$ cat config.mk
export PLATFORM = sky130hd
export DESIGN_NAME = mem_access_unit
export DESIGN_NICKNAME = d
export VERILOG_FILES = /design/src/rtl/mips_pkg.sv /design/src/rtl/load_align.sv /design/src/rtl/mem_access_unit.sv
export SDC_FILE = /design/constraint.sdc
export NUM_CORES = 1
export LEC_CHECK = 0
export CAP_MARGIN = 20
export CORE_MARGIN = 8
export CORE_UTILIZATION = 48
export DETAILED_ROUTE_END_ITERATION = 8
export PLACE_DENSITY = 0.83
export SYNTH_ARGS = -nofsm -noshare
export SYNTH_HDL_FRONTEND = slang
export SYNTH_HIERARCHICAL = 1
export SYNTH_SLANG_ARGS = --single-unit
$ cat constraint.sdc
create_clock -name clk -period 4.44 [get_ports clk]
set_clock_uncertainty 0.1 [all_clocks]
set_input_delay 1.332 -clock clk [delete_from_list [all_inputs] [get_ports clk]]
set_output_delay 1.332 -clock clk [all_outputs]
set_load 0.02 [all_outputs]
$ cat src/rtl/mips_pkg.sv
// Shared MIPS pipeline definitions: memory size encodings and the
// memory-access FSM state type.
package mips_pkg;

    localparam logic [1:0] SIZE_BYTE = 2'b00;
    localparam logic [1:0] SIZE_HALF = 2'b01;
    localparam logic [1:0] SIZE_WORD = 2'b10;

    typedef enum logic {
        ST_IDLE,
        ST_WAIT
    } state_e;

    // Size 2'b11 is handled as a word.
    function automatic logic is_aligned(
        input logic [1:0] size,
        input logic [1:0] lo
    );
        case (size)
            SIZE_BYTE: is_aligned = 1'b1;
            SIZE_HALF: is_aligned = ~lo[0];
            default:   is_aligned = (lo == 2'b00);
        endcase
    endfunction

endpackage

$ cat src/rtl/load_align.sv
// Load lane selection and sign/zero extension; purely combinational,
// shared by the memory stage and writeback debug logic.
module load_align
    import mips_pkg::*;
(
    input  logic [31:0] rdata,
    input  logic [1:0]  addr,
    input  logic [1:0]  size,
    input  logic        sgn,
    output logic [31:0] result
);

    logic [31:0] byte_sh;
    logic [31:0] half_sh;
    logic [7:0]  byte_v;
    logic [15:0] half_v;

    always_comb begin
        byte_sh = rdata >> {addr, 3'b000};
        half_sh = rdata >> {addr[1], 4'b0000};
        byte_v  = byte_sh[7:0];
        half_v  = half_sh[15:0];
        result  = rdata;
        case (size)
            SIZE_BYTE: result = {{24{sgn & byte_v[7]}}, byte_v};
            SIZE_HALF: result = {{16{sgn & half_v[15]}}, half_v};
            default:   result = rdata;
        endcase
    end

endmodule

$ cat src/rtl/mem_access_unit.sv
// MIPS memory-access stage: drives a req/ack data-memory transaction,
// stalls upstream while busy and reports misalignment and bus timeouts.
module mem_access_unit
    import mips_pkg::*;
#(
    parameter int TIMEOUT = 16,
    parameter int ADDR_W  = 32
) (
    input  logic              clk,
    input  logic              rst_n,
    input  logic              valid_in,
    input  logic              MemRead,
    input  logic              MemWrite,
    input  logic [1:0]        MemSize,
    input  logic              MemSigned,
    input  logic [31:0]       ALUResult,
    input  logic [31:0]       WriteData,
    output logic              stall,
    output logic              mem_req,
    output logic              mem_we,
    output logic [ADDR_W-1:0] mem_addr,
    output logic [3:0]        mem_be,
    output logic [31:0]       mem_wdata,
    input  logic [31:0]       mem_rdata,
    input  logic              mem_ack,
    output logic [31:0]       ReadData,
    output logic              data_valid,
    output logic              misalign,
    output logic              bus_error
);

    localparam logic [7:0] LAST = 8'(TIMEOUT - 1);

    state_e      state;
    state_e      state_n;
    logic [7:0]  cnt;
    logic [1:0]  lane_q;
    logic [1:0]  size_q;
    logic        sgn_q;
    logic        start;
    logic        ok;
    logic        expire;
    logic [3:0]  be;
    logic [31:0] wdata;
    logic [31:0] ext;

    // The completion cycle still shows the finished instruction in
    // EX_MEM; it must not be issued a second time.
    always_comb begin
        start   = valid_in & (MemRead | MemWrite)
                & (state == ST_IDLE)
                & ~data_valid & ~bus_error;
        ok      = is_aligned(MemSize, ALUResult[1:0]);
        expire  = (state == ST_WAIT) & ~mem_ack & (cnt == LAST);
        stall   = (state == ST_WAIT) | (start & ok);
        state_n = state;
        case (state)
            ST_IDLE: if (start && ok) state_n = ST_WAIT;
            ST_WAIT: if (mem_ack || expire) state_n = ST_IDLE;
            default: state_n = ST_IDLE;
        endcase
    end

    always_comb begin
        be    = 4'b1111;
        wdata = WriteData;
        case (MemSize)
            SIZE_BYTE: begin
                be    = 4'b0001 << ALUResult[1:0];
                wdata = {4{WriteData[7:0]}};
            end
            SIZE_HALF: begin
                be    = ALUResult[1] ? 4'b1100 : 4'b0011;
                wdata = {2{WriteData[15:0]}};
            end
            default: ;
        endcase
    end

    load_align u_align (
        .rdata  (mem_rdata),
        .addr   (lane_q),
        .size   (size_q),
        .sgn    (sgn_q),
        .result (ext)
    );

    always_ff @(posedge clk) begin
        if (!rst_n) state <= ST_IDLE;
        else        state <= state_n;
    end

    always_ff @(posedge clk) begin
        if (!rst_n) begin
            mem_req    <= 1'b0;
            mem_we     <= 1'b0;
            mem_addr   <= '0;
            mem_be     <= '0;
            mem_wdata  <= '0;
            ReadData   <= '0;
            data_valid <= 1'b0;
            misalign   <= 1'b0;
            bus_error  <= 1'b0;
            cnt        <= '0;
            lane_q     <= '0;
            size_q     <= '0;
            sgn_q      <= 1'b0;
        end else begin
            data_valid <= 1'b0;
            misalign   <= 1'b0;
            bus_error  <= 1'b0;
            if (start && !ok) begin
                misalign <= 1'b1;
            end else if (start) begin
                mem_req   <= 1'b1;
                mem_we    <= MemWrite & ~MemRead;
                mem_addr  <= ADDR_W'({ALUResult[31:2], 2'b00});
                mem_be    <= be;
                mem_wdata <= wdata;
                cnt       <= '0;
                lane_q    <= ALUResult[1:0];
                size_q    <= MemSize;
                sgn_q     <= MemSigned;
            end else if (state == ST_WAIT) begin
                if (mem_ack) begin
                    mem_req    <= 1'b0;
                    data_valid <= 1'b1;
                    if (!mem_we) ReadData <= ext;
                end else if (expire) begin
                    mem_req   <= 1'b0;
                    ReadData  <= '0;
                    bus_error <= 1'b1;
                end else begin
                    cnt <= cnt + 8'd1;
                end
            end
        end
    end

endmodule
Yosys cells after proc, flatten, opt, wreduce, memory -nomap -nowiden
Index checks and enable logic that the tools add are counted.
{ "word_totals": {"reg_bits": 117, "latchBits": 0, "ram_bits": 0, "rom_bits": 0, "wordCells": 83, "memories": 0} }
{ "op_classes": {"add_sub_neg": 1, "mul": 0, "div_mod_pow": 0, "magnitude_cmp": 0, "eq_ne": 6, "n_shift": 3, "n_mux": 22, "bitwise_logic": 21, "reduce_logical": 16} }
{ "ops": {"columns": ["cell", "n"], "rows": [
  ["case mux 32 bit (2 select lines)", 2],
  ["2-to-1 mux 32 bit", 3],
  ["2-to-1 mux 8 bit", 4],
  [">> shifter 32 x 5 -> 16 bit", 1],
  [">> shifter 32 x 5 -> 8 bit", 1],
  ["bitwise AND 1 bit", 10],
  ["2-to-1 mux 1 bit", 9],
  ["NOT 1 bit", 9],
  ["adder 8 x 1 -> 8 bit (second input constant)", 1],
  ["equality test 8 x 4 -> 1 bit (second input constant)", 1],
  ["case mux 4 bit (2 select lines)", 1],
  ["zero test 2 bit", 3],
  ["AND reduction 5 bit", 1],
  ["OR reduction 5 bit", 1],
  ["equality test 2 x 1 -> 1 bit (second input constant)", 2],
  ["2-to-1 mux 4 bit", 1],
  ["inequality test 2 bit (second input constant)", 2],
  ["case mux 1 bit (2 select lines)", 2],
  ["AND reduction 4 bit", 1],
  ["nonzero test 2 bit", 2],
  ["OR reduction 4 bit", 1],
  ["<< shifter 1 x 2 -> 4 bit (first input constant)", 1],
  ["AND reduction 3 bit", 1],
  ["nonzero test 3 bit", 1],
  ["6 further kinds", 8]
]} }

Longest topological paths before layout
Gate-level depths: netlist of the first run.
{ "depth": {"ltp_word": 8, "depth_mapped": 7, "depth_no_buf": 5} }

Modules after synthesis
Netlist of the first run, hierarchy kept.
{ "by_module_without_submodules": {"columns": ["module", "instances", "cells_each", "area_each_um2", "seq_area_each_um2"], "rows": [
  ["mem_access_unit", 1, 572, 4830.9, 2342.2],
  ["load_align", 1, 93, 706.9, 0.0]
]} }

Worst setup path after synthesis of the first run
Ideal clock, no wire load.
{ "synth_path": {"path_kind": "input to output", "from": "input valid_in", "to": "output stall", "t_arrival_ns": 2.117, "t_required_ns": 3.008, "path_slack_ns": 0.891, "stages": 4, "path_cell_list": "nor4b_2 > nand4b_1 > buf_2 > nand2b_1"} }
{ "synth_between": {"elab_chain_len": 6} }
{ "synth_rtl": {"columns": ["element", "line", "rtl"], "rows": [
  ["start, declared", "mem_access_unit.sv:11", "input logic valid_in,"],
  ["bitwise AND 1 bit", "mem_access_unit.sv:50", "start = valid_in & (MemRead | MemWrite)"],
  ["bitwise AND 1 bit", "mem_access_unit.sv:51", "& (state == ST_IDLE)"],
  ["bitwise AND 1 bit (2 in a row)", "mem_access_unit.sv:52", "& ~data_valid & ~bus_error;"],
  ["bitwise AND 1 bit", "mem_access_unit.sv:55", "stall = (state == ST_WAIT) | (start & ok);"],
  ["bitwise OR 1 bit", "mem_access_unit.sv:55", null],
  ["end, declared", "mem_access_unit.sv:18", "output logic stall,"]
]} }
Every way passes these cells.

Final worst setup path of the first run
{ "layout_path": {"from": "input ALUResult[1]", "to": "output stall"} }
{ "layout_between": {"elab_chain_len": 4} }
{ "layout_rtl": {"columns": ["element", "line", "rtl"], "rows": [
  ["start, declared", "mem_access_unit.sv:16", "input logic [31:0] ALUResult,"],
  ["zero test 2 bit", "mips_pkg.sv:22", "default: is_aligned = (lo == 2'b00);"],
  ["case mux 1 bit (2 select lines)", "mips_pkg.sv:19", "case (size)"],
  ["bitwise AND 1 bit", "mem_access_unit.sv:55", null],
  ["bitwise OR 1 bit", "mem_access_unit.sv:55", null]
]} }
Every way passes these cells.

==> results of run 1 <==
-- per-stage QoR --
step | area, um2 | power, mW | std cells
finish | 8250 | 3.04 | 1006
global route | 8250 | 3.15 | 1006
CTS | 8250 | 3.05 | 1006
detailed placement | 7640 | 1.62 | 976
global placement | 7620 | 1.61 | 975
floorplan | 5540 | 1.39 | 666
-- cells by family after synthesis --
logic type / synth area share [%]
AOI/OAI and AO/OA: 27.0
adders and majority gates: 0.226
buffers and inverters: 6.28
DFF: 42.3
muxes: 5.20
other: 0.0677
and+or+nand+nor: 19.0
-- registers in the layout, indices dropped and copies added (netlist names), 2 cells and up --
name       cells
ReadData      32
lane_q         2
cnt            8
mem_addr      30
size_q         2
mem_wdata     32
mem_be         4
-- cell usage after synthesis (all sizes together), types with 2 or more instances --
library cell	number	area share (%)
a211o	4	0.63
a311oi	41	6.5
dfxtp	117	42
a221o	8	1.4
clkbuf	25	1.7
a21boi	3	0.41
nor3	5	0.45
a211oi	9	1.2
a22o	8	1.3
inv	3	0.20
o21ai	35	3.9
and3	3	0.38
nand3	3	0.36
o211ai	4	0.54
a21oi	85	7.7
nor2	28	1.9
and4	2	0.32
nand3b	2	0.27
mux2i	25	4.5
o221a	8	1.6
nand2b	5	0.56
nand2	180	12
nor3b	5	0.88
o211a	3	0.54
nor4b	2	0.43
buf	33	4.3
nor2b	3	0.34
-- what timing repair did --
action | in CTS | in global routing
resized for setup | 0 | 1
endpoints found under the setup margin | 0 | 1
setup buffers | 0 | 0
-- power groups by stage --
stage | Sequential, mW | Combinational (mW) | Clock (mW)
2_1_floorplan | 1.18 | 0.211 | 0
3_5_place_dp | 1.14 | 0.482 | 0
3_3_place_gp | 1.14 | 0.472 | 0
5_1_grt | 1.13 | 0.522 | 1.50
6_report | 1.12 | 0.488 | 1.42
4_1_cts | 1.12 | 0.486 | 1.44
-- layout make-up --
class / instances / area, um2
fillers: 856 / 3070
flip-flops and latches: 117 / 2340
clock buffers: 21 / 460
multi-input cells: 487 / 2860
clock inverters: 9 / 153
repair buffers: 225 / 2240
inverters: 4 / 15.0
well taps: 143 / 179
-- worst paths after layout --
path / from / endpoint / cells after the start
max: ALUResult[1] / stall / 6
min: mem_addr[6]$_SDFFE_PN0P_ / mem_addr[6]$_SDFFE_PN0P_ / 2
max reg2reg: size_q[1]$_SDFFE_PN0P_ / ReadData[8]$_SDFFE_PN0P_ / 5
min reg2reg: mem_addr[6]$_SDFFE_PN0P_ / mem_addr[6]$_SDFFE_PN0P_ / 2
-- worst max-delay path: stages --
cell	delay (ns)
clkdlybuf4s50_1	0.47
o21ai_1	0.17
buf_4	0.16
nand4b_1	0.12
nand2b_1	0.09
dlymetal6s2s_1	0.26
-- per-layer routing --
layer	GRT usage [%]	share of wire (%)	vias to the layer above
met4	9.71	2.8	0
met5	0	0	-
met2	40.7	48	314
met1	27.9	38	2757
met3	9.95	11	47
li1	-	-	2770
==> results.cfg, run 1 <==
[outcome]
outcome = completed

[timing]
fmaxAchievable_mhz = 248
worst_pin_slew_ns = 0.940
fin_crit_sh_pct = 91.0
hold_violations = 0
setup_ws_ns = 0.401
period_needed_ns = 4.04
finalMaxSlewViolations = 0
hold_ws_ns = 0.352
setup_viol = 0
tns_ns = 0
rsz0062_at_grt = false
slew_headroom_pct = 37.3

[route]
vias = 5888
dr.pass1.iters = 7
drc_errors = 0
drt_iter0_drc = 577
drtAntennaViolNets = 0
drt-total-wl_mm = 19.0
via_per_inst = 5.85
post_drt_wl_per_cell_um = 18.9

[floorplanning]
fp-row-count = 39
coreArea_um2 = 11300
die_y_um = 123
start_util_pct = 48.9
die_w_um = 123
dieArea_um2 = 15200
ioPinCount = 211

[flow_run]
cap_violations = 0

[layout]
final_common_cell = clkdlybuf4s50_1
num_antenna_cells = 0
final_layout_size_suffix_gt1_share_pct = 9.27
final_net_count = 958
layout_common_cells = 207 x clkdlybuf4s50_1, 179 x nand2_1, 117 x dfxtp_1
syn_to_final_growth_pct = 49.0
final_util_pct = 72.9

[clock_network]
clockBufferDepth = 2
cts_made_buffers = 17
clk_latency_ns = 0.40
cts.sinks = 117
path_clk_slew_ns = 0.05
htreeDepth = 4
ctsHoldBuffers = 0
cts_root_buf = clkbuf_16
cts_tree = yes

[grt]
grt_pass1_vias = 5865
antenna_found_initial = 0
grt_max_degree = 58
grt.overflow.total = 0
grtUsageTotal_pct = 24.6
grt_pass1_wl_mm = 29.9

[power]
power.density_nw_per_um2 = 368
switching_share_pct = 24.7
pwr-share-seq_pct = 37.0
clockPowerShare_pct = 46.9
combinationalPowerShare_pct = 16.1
power.leakage_nw = 2.90
cellInternalPower_mw = 2.29
vdd_drop_max_v = 0.000209
switchingPower_uw = 750

[worst_setup_path]
critical_path_required_ns = 3.01
critPathLaunchType = primary input
critPathKind = primary input to output port
worstPathArrival_ns = 2.61
cp-end-kind = output port
critPathMaxFanout = 3
r2r_setup_slack_ns = 1.72

[synth]
yosysSeqAreaShare_pct = 42.3
ys.flop_type = dfxtp_1
syn-instance-count = 665
ys_types = 55
yosys_warnings = 6
synth-edff-count = 0
syn_avg_cell_area_um2 = 8.33
synth-seq-cells = 117
syn_area_um2 = 5540
async_reset_ff_share_pct = 0

[placement]
dp_hpwl_mm = 13.6
post-place-ws_ns = 0.0424
port_buffers = 208
gp_congestion = 0.882

[hold_path]
hold_class = flip-flop to flip-flop
Note: power is estimated with default switching activity, not from simulation.
==> run 2, diff against run 1 <==
--- a/config.mk
+++ b/config.mk
@@ -10,6 +10,7 @@
 export CORE_UTILIZATION = 48
 export DETAILED_ROUTE_END_ITERATION = 8
 export PLACE_DENSITY = 0.83
+export SLEW_MARGIN = 20
 export SYNTH_ARGS = -nofsm -noshare
 export SYNTH_HDL_FRONTEND = slang
 export SYNTH_HIERARCHICAL = 1
==> results of run 2 <==
Final layout, timing and power as in run 1 (identical DEF).
